===== src/rtl/chime_pkg.sv =====
// Shared types and default tuning for the four-note chime (C5-E5-G5-C6 at 48 kHz).
package chime_pkg;

  typedef enum logic [1:0] {
    IDLE = 2'd0,
    TONE = 2'd1,
    GAP  = 2'd2
  } state_e;

  localparam int HALF_C5 = 46;
  localparam int HALF_E5 = 36;
  localparam int HALF_G5 = 31;
  localparam int HALF_C6 = 23;

  localparam logic [31:0] DEF_AMPLITUDE    = 32'd10000000;
  localparam int          DEF_NOTE_SAMPLES = 12000;
  localparam int          DEF_GAP_SAMPLES  = 2400;

  function automatic int max2(input int a, input int b);
    return (a > b) ? a : b;
  endfunction

endpackage


===== src/rtl/chime_generator_square_osc.sv =====
// Square-wave phase tracker: steps only on advance, restarts positive on clear.
// Output is the sample for the post-update phase so the caller can register it directly.
module square_osc
  import chime_pkg::*;
#(
  parameter int                    SAMPLE_W  = 32,
  parameter logic [SAMPLE_W-1:0]   AMPLITUDE = SAMPLE_W'(DEF_AMPLITUDE),
  parameter int                    PH_W      = 6
) (
  input  logic                clk,
  input  logic                reset,
  input  logic                advance,
  input  logic                clear,
  input  logic [PH_W-1:0]     half_period,
  output logic [SAMPLE_W-1:0] sample_o
);

  localparam logic [SAMPLE_W-1:0] NEG_AMP = -AMPLITUDE;

  logic [PH_W-1:0] cnt_q, cnt_d;
  logic            neg_q, neg_d;

  always_comb begin
    cnt_d = cnt_q;
    neg_d = neg_q;
    if (clear) begin
      cnt_d = '0;
      neg_d = 1'b0;
    end else if (advance) begin
      if (cnt_q == half_period - PH_W'(1)) begin
        cnt_d = '0;
        neg_d = ~neg_q;
      end else begin
        cnt_d = cnt_q + PH_W'(1);
      end
    end
  end

  always_ff @(posedge clk or posedge reset) begin
    if (reset) begin
      cnt_q <= '0;
      neg_q <= 1'b0;
    end else begin
      cnt_q <= cnt_d;
      neg_q <= neg_d;
    end
  end

  assign sample_o = neg_d ? NEG_AMP : AMPLITUDE;

endmodule


===== src/rtl/chime_generator.sv =====
// Plays C5-E5-G5-C6 square-wave chime on start; one-cycle start latency, registered outputs.
// Sample held while write_ready is low; counters advance only on accepted transfers.
module chime_generator
  import chime_pkg::*;
#(
  parameter int                  SAMPLE_W     = 32,
  parameter logic [SAMPLE_W-1:0] AMPLITUDE    = SAMPLE_W'(DEF_AMPLITUDE),
  parameter int                  NOTE_SAMPLES = DEF_NOTE_SAMPLES,
  parameter int                  GAP_SAMPLES  = DEF_GAP_SAMPLES,
  parameter int                  HALF0        = HALF_C5,
  parameter int                  HALF1        = HALF_E5,
  parameter int                  HALF2        = HALF_G5,
  parameter int                  HALF3        = HALF_C6
) (
  input  logic                clk,
  input  logic                reset,
  input  logic                start,
  input  logic                write_ready,
  output logic                write,
  output logic [SAMPLE_W-1:0] SDACL,
  output logic [SAMPLE_W-1:0] SDACR,
  output logic                busy,
  output logic                done
);

  localparam int MAX_HALF = max2(max2(HALF0, HALF1), max2(HALF2, HALF3));
  localparam int PH_W     = $clog2(MAX_HALF + 1);
  localparam int CNT_W    = max2($clog2(max2(NOTE_SAMPLES, GAP_SAMPLES)), 1);

  localparam logic [CNT_W-1:0] NOTE_LAST = CNT_W'(NOTE_SAMPLES - 1);
  localparam logic [CNT_W-1:0] GAP_LAST  = CNT_W'(GAP_SAMPLES - 1);

  state_e              state_q, state_d;
  logic [1:0]          note_q, note_d;
  logic [CNT_W-1:0]    cnt_q, cnt_d;
  logic                write_q, write_d;
  logic                done_q, done_d;
  logic [SAMPLE_W-1:0] sdac_q, sdac_d;

  logic                xfer;
  logic                osc_adv, osc_clr;
  logic [PH_W-1:0]     half_sel;
  logic [SAMPLE_W-1:0] osc_sample;

  assign xfer = write_q & write_ready;

  always_comb begin
    case (note_q)
      2'd0:    half_sel = PH_W'(HALF0);
      2'd1:    half_sel = PH_W'(HALF1);
      2'd2:    half_sel = PH_W'(HALF2);
      default: half_sel = PH_W'(HALF3);
    endcase
  end

  square_osc #(
    .SAMPLE_W  (SAMPLE_W),
    .AMPLITUDE (AMPLITUDE),
    .PH_W      (PH_W)
  ) u_osc (
    .clk         (clk),
    .reset       (reset),
    .advance     (osc_adv),
    .clear       (osc_clr),
    .half_period (half_sel),
    .sample_o    (osc_sample)
  );

  always_comb begin
    state_d = state_q;
    note_d  = note_q;
    cnt_d   = cnt_q;
    done_d  = 1'b0;
    osc_adv = 1'b0;
    osc_clr = 1'b0;
    case (state_q)
      IDLE: begin
        if (start) begin
          state_d = TONE;
          note_d  = 2'd0;
          cnt_d   = '0;
          osc_clr = 1'b1;
        end
      end
      TONE: begin
        if (xfer) begin
          osc_adv = 1'b1;
          if (cnt_q == NOTE_LAST) begin
            cnt_d = '0;
            if (note_q == 2'd3) begin
              state_d = IDLE;
              done_d  = 1'b1;
            end else begin
              state_d = GAP;
            end
          end else begin
            cnt_d = cnt_q + CNT_W'(1);
          end
        end
      end
      GAP: begin
        if (xfer) begin
          if (cnt_q == GAP_LAST) begin
            cnt_d   = '0;
            state_d = TONE;
            note_d  = note_q + 2'd1;
            osc_clr = 1'b1;
          end else begin
            cnt_d = cnt_q + CNT_W'(1);
          end
        end
      end
      default: state_d = IDLE;
    endcase
    // Oscillator output already reflects this cycle's advance/clear, so a stall re-selects the held sample.
    write_d = (state_d != IDLE);
    sdac_d  = (state_d == TONE) ? osc_sample : '0;
  end

  always_ff @(posedge clk or posedge reset) begin
    if (reset) begin
      state_q <= IDLE;
      note_q  <= 2'd0;
      cnt_q   <= '0;
      write_q <= 1'b0;
      done_q  <= 1'b0;
      sdac_q  <= '0;
    end else begin
      state_q <= state_d;
      note_q  <= note_d;
      cnt_q   <= cnt_d;
      write_q <= write_d;
      done_q  <= done_d;
      sdac_q  <= sdac_d;
    end
  end

  assign write = write_q;
  assign busy  = write_q;
  assign done  = done_q;
  assign SDACL = sdac_q;
  assign SDACR = sdac_q;

endmodule


===== config.mk =====
export PLATFORM = sky130hd
export DESIGN_NAME = chime_generator
export DESIGN_NICKNAME = d
export VERILOG_FILES = /design/src/rtl/chime_pkg.sv /design/src/rtl/chime_generator_square_osc.sv /design/src/rtl/chime_generator.sv
export SDC_FILE = /design/constraint.sdc
export NUM_CORES = 1
export LEC_CHECK = 0
export ABC_CLOCK_PERIOD_IN_PS = 5900
export BUFFER_PORTS_ARGS = -buffer_cell sky130_fd_sc_hd__buf_2
export CAP_MARGIN = 20
export CORE_ASPECT_RATIO = 1.25
export CORE_MARGIN = 1.5
export CORE_UTILIZATION = 60
export CTS_CLUSTER_DIAMETER = 30
export DETAILED_ROUTE_END_ITERATION = 10
export GPL_TIMING_DRIVEN = 0
export HOLD_SLACK_MARGIN = 0.08
export PLACE_DENSITY = 0.92
export SLEW_MARGIN = 40
export SYNTH_ARGS = -nofsm -noshare
export SYNTH_HDL_FRONTEND = slang
export SYNTH_HIERARCHICAL = 1
export SYNTH_SLANG_ARGS = --single-unit

===== constraint.sdc =====
create_clock -name clk -period 5.9 [get_ports clk]
set_input_delay 0.59 -clock clk [delete_from_list [all_inputs] [get_ports clk]]
set_output_delay 0.59 -clock clk [all_outputs]
set_load 0.02 [all_outputs]

==> summary.txt <==
Netlist Area Pre-Place: 3490 µm²
Routed Antenna Nets: 0
Initial Utilization: 63.2%
TritonCTS clock tree: built
Slew HR: 56.2%
Worst Setup End Kind: flop
Crit path buf inv count: 3
Highest Clock Rate: 300 MHz
Reg-to-Reg End: SDACL[19]$_DFF_PP0_
Flop2flop setup slack: 2.57 ns
Unrepaired setup endpoints after global routing: false
Share of the yosys chip area belonging to registers: 42.4%
Vias in the first global route: 2595
Die area: 6280 µm²
Ranking of synthesized cells by area: dfrtp_1 (42%), buf_4 (14%), and3_1 (5.4%)
Lkg Pwr: 2.39 nW
Worst path max stage delay: 0.59 ns
Biggest area consumer among synthesized cells: dfrtp_1
Root buf cell: clkbuf_8
Syn_area_per_cell: 10.2 µm²
Post-Route Skew: 0.00584 ns
Clock transition at the registers of the reported paths: 0.07 ns
DRC Markers: 0
Layout cells sized above 1: 41.4%
Setup CP Type: reg -> reg
GRT overflow: 0
Slew at the pin with the worst max-slew slack: 0.657 ns
CTS Sinks: 59
Min Tclk post-route: 3.33 ns
HP Class: in -> async
CP top delay family: simple AND/OR/NAND/NOR gates
Slowest-stage cell, CP: mux2i_1
Post CTS Setup Buffer Count: 0
Status: completed
End of the critical path: SDACL[19]$_DFF_PP0_
Syn. warnings: 6
Detailed-route wire length: 7.05 mm
FFs w/ async S/R, synth: 100%
CTS HTree Levels: 3
Final Instance Count excl. Fillers: 504
HPWL Detailed: 5.09 mm
DR WL/cell: 14.0 µm
Area Growth Syn to Fin: 19.8%
Post-synth top cells: buf_4 (64), dfrtp_1 (59), and3_1 (30), nor2_1 (21), nand2_1 (20)
Antenna cells: 0
Via count: 2702
Placed Cells: 488
Peak supply drop: 0.228 mV
Via-to-Cell Ratio: 5.36
Wire length of the first global-routing pass: 11.4 mm
Gr usage total: 23.5%
Count leader, synth: buf_4
Count of hold-fix buffers inserted at cts: 0
Fin Setup TNS: 0 ns
Startpoint types: flop
Final Hold Viols: 0
Cells after synthesis: 343
Worst-path fanout max: 7
Clock Latency Late Sink: 0.35 ns
Final net count: 451
Max-Cap Viols: 0
Cell Rows: 30
Crit path required time: 6.19 ns
FF+latch count, synth: 59
Fin crit share: 56.5%
Slew Viols, Final: 0
Top cell type's share of synthesized area: 42.4%
CTS Buffer Depth: 2
Arrival time worst endpoint: 3.62 ns
Setup violations, final: 0
Iter 0 DRT Violations: 120
Core area: 5520 µm²
# resized after CTS: 0
Placer Congestion: 0.896
Largest net degree at the start of global routing: 33
Ys flop type: dfrtp_1
R2r worst-path depth: 12
DR pass1 iterations: 4
CP Depth: 12
Die width: 71.2 µm
Number of unique standard cell types used by synthesis: 50
Initial antenna violation count: 0
Power density cells: 217 nW/µm²
EDFF count, synth: 0
Reg-to-reg startpoint: note_q[0]$_DFFE_PP0P_
IO buf count: 70
Num ports: 71
Critical path startpoint: note_q[0]$_DFFE_PP0P_
TritonCTS Buffers: 9
Die height: 88.2 µm
Cells along the critical path: inv_1 -> ha_1 -> or2_2 -> inv_1 -> ha_1 -> nand2b_1 -> a21oi_1 -> o31a_1 -> nor3b_4 -> mux2i_1 -> buf_4 -> and3_1
==> layout by cell type, fill, tap and decap left out, types with 2 or more instances in the layout <==
cell / netlist / routed
nor2b_1: 3 / 3
or3b_2: 2 / 2
mux2i_1: 2 / 2
clkbuf_8: 0 / 10
ha_1: 12 / 12
buf_2: 1 / 71
clkinv_2: 0 / 2
clkinvlp_4: 0 / 2
nand3_1: 6 / 6
o22ai_1: 2 / 2
and3_2: 5 / 5
nor3_1: 10 / 10
o211ai_1: 3 / 3
buf_4: 64 / 64
conb_1: 3 / 13
nor2_1: 21 / 21
o2bb2ai_1: 2 / 2
nor4_1: 2 / 2
o21ai_0: 13 / 12
dfrtp_1: 59 / 59
nor4_4: 2 / 2
nand2_1: 20 / 20
or2_2: 2 / 2
nand4_1: 8 / 8
a21oi_1: 6 / 6
clkbuf_2: 2 / 2
nand2b_1: 6 / 6
inv_1: 16 / 15
and3_1: 30 / 30
xnor2_1: 8 / 8
buf_6: 3 / 3
xor2_1: 9 / 9
==> flip-flops by register name, summed over array words and instances, names as in the netlist <==
| name | count |
|---|---|
| note_q | 2 |
| u_osc/cnt_q | 6 |
| cnt_q | 14 |
| SDACL | 32 |
| state_q | 2 |
| done | 1 |
| u_osc/neg_q | 1 |
| busy | 1 |
==> per-layer routing <==
layer  vias to the layer above  GRT usage [%]  share of wire, %
li1                       1278              -                 -
met1                      1327           24.8                37
met2                        80           43.6                56
met3                        17           5.69               4.8
met4                         0           11.7               1.9
met5                         -              0                 0
==> cell families after synthesis <==
| logic type | after synthesis | synth area share, % |
|---|---|---|
| xor gates and xnor gates | 17 | 4.27 |
| adders and majority gates | 12 | 4.31 |
| AOI/OAI and AO/OA | 36 | 7.79 |
| other | 3 | 0.323 |
| DFF | 59 | 42.4 |
| buffers and inverters | 86 | 16.9 |
| muxes | 3 | 1.00 |
| and+or+nand+nor | 127 | 23.0 |
==> worst min-delay path by stage <==
stage                          from                         end  slack, ns  depth (start not counted)
2_1_floorplan                 reset  u_osc/cnt_q[0]$_DFFE_PP0P_       0.39                          1
3_3_place_gp   cnt_q[1]$_DFFE_PP0P_        cnt_q[1]$_DFFE_PP0P_       0.52                          2
3_5_place_dp   cnt_q[0]$_DFFE_PP0P_        cnt_q[0]$_DFFE_PP0P_       0.55                          1
4_1_cts                       reset  u_osc/cnt_q[3]$_DFFE_PP0P_       0.19                          2
5_1_grt                       reset  u_osc/cnt_q[3]$_DFFE_PP0P_       0.20                          2
6_report                      reset         SDACL[13]$_DFF_PP0_       0.20                          2
==> layout make-up <==
| type | instances | area [µm²] |
|---|---|---|
| inverters | 16 | 62.6 |
| clock buffers | 10 | 138 |
| fillers | 349 | 1340 |
| plain buffers | 70 | 529 |
| well taps | 64 | 80.1 |
| clock inverters | 6 | 63.8 |
| repair buffers | 71 | 370 |
| multi-input cells | 208 | 1460 |
| flip-flops and latches | 59 | 1480 |
==> where the power goes <==
group          switching (W)  internal, W  leakage [nW]  total (W)
Sequential         0.0000294     0.000422         0.801   0.000451
Combinational      0.0000442    0.0000372          1.49  0.0000814
Clock               0.000170     0.000206        0.0987   0.000376
==> stage by stage <==
step	power (W)	hold WS (ns)	utilization, %	area, µm²	setup WS, ns
2_1_floorplan	0.000517	0.393	-	3520	2.99
3_3_place_gp	0.000531	0.517	71.7	3950	2.64
3_5_place_dp	0.000539	0.545	72.1	3980	2.55
4_1_cts	0.000913	0.190	75.7	4180	2.43
5_1_grt	0.000947	0.201	75.7	4180	2.34
6_report	0.000908	0.195	75.7	4180	2.57
(Power assumes the default switching activity.)
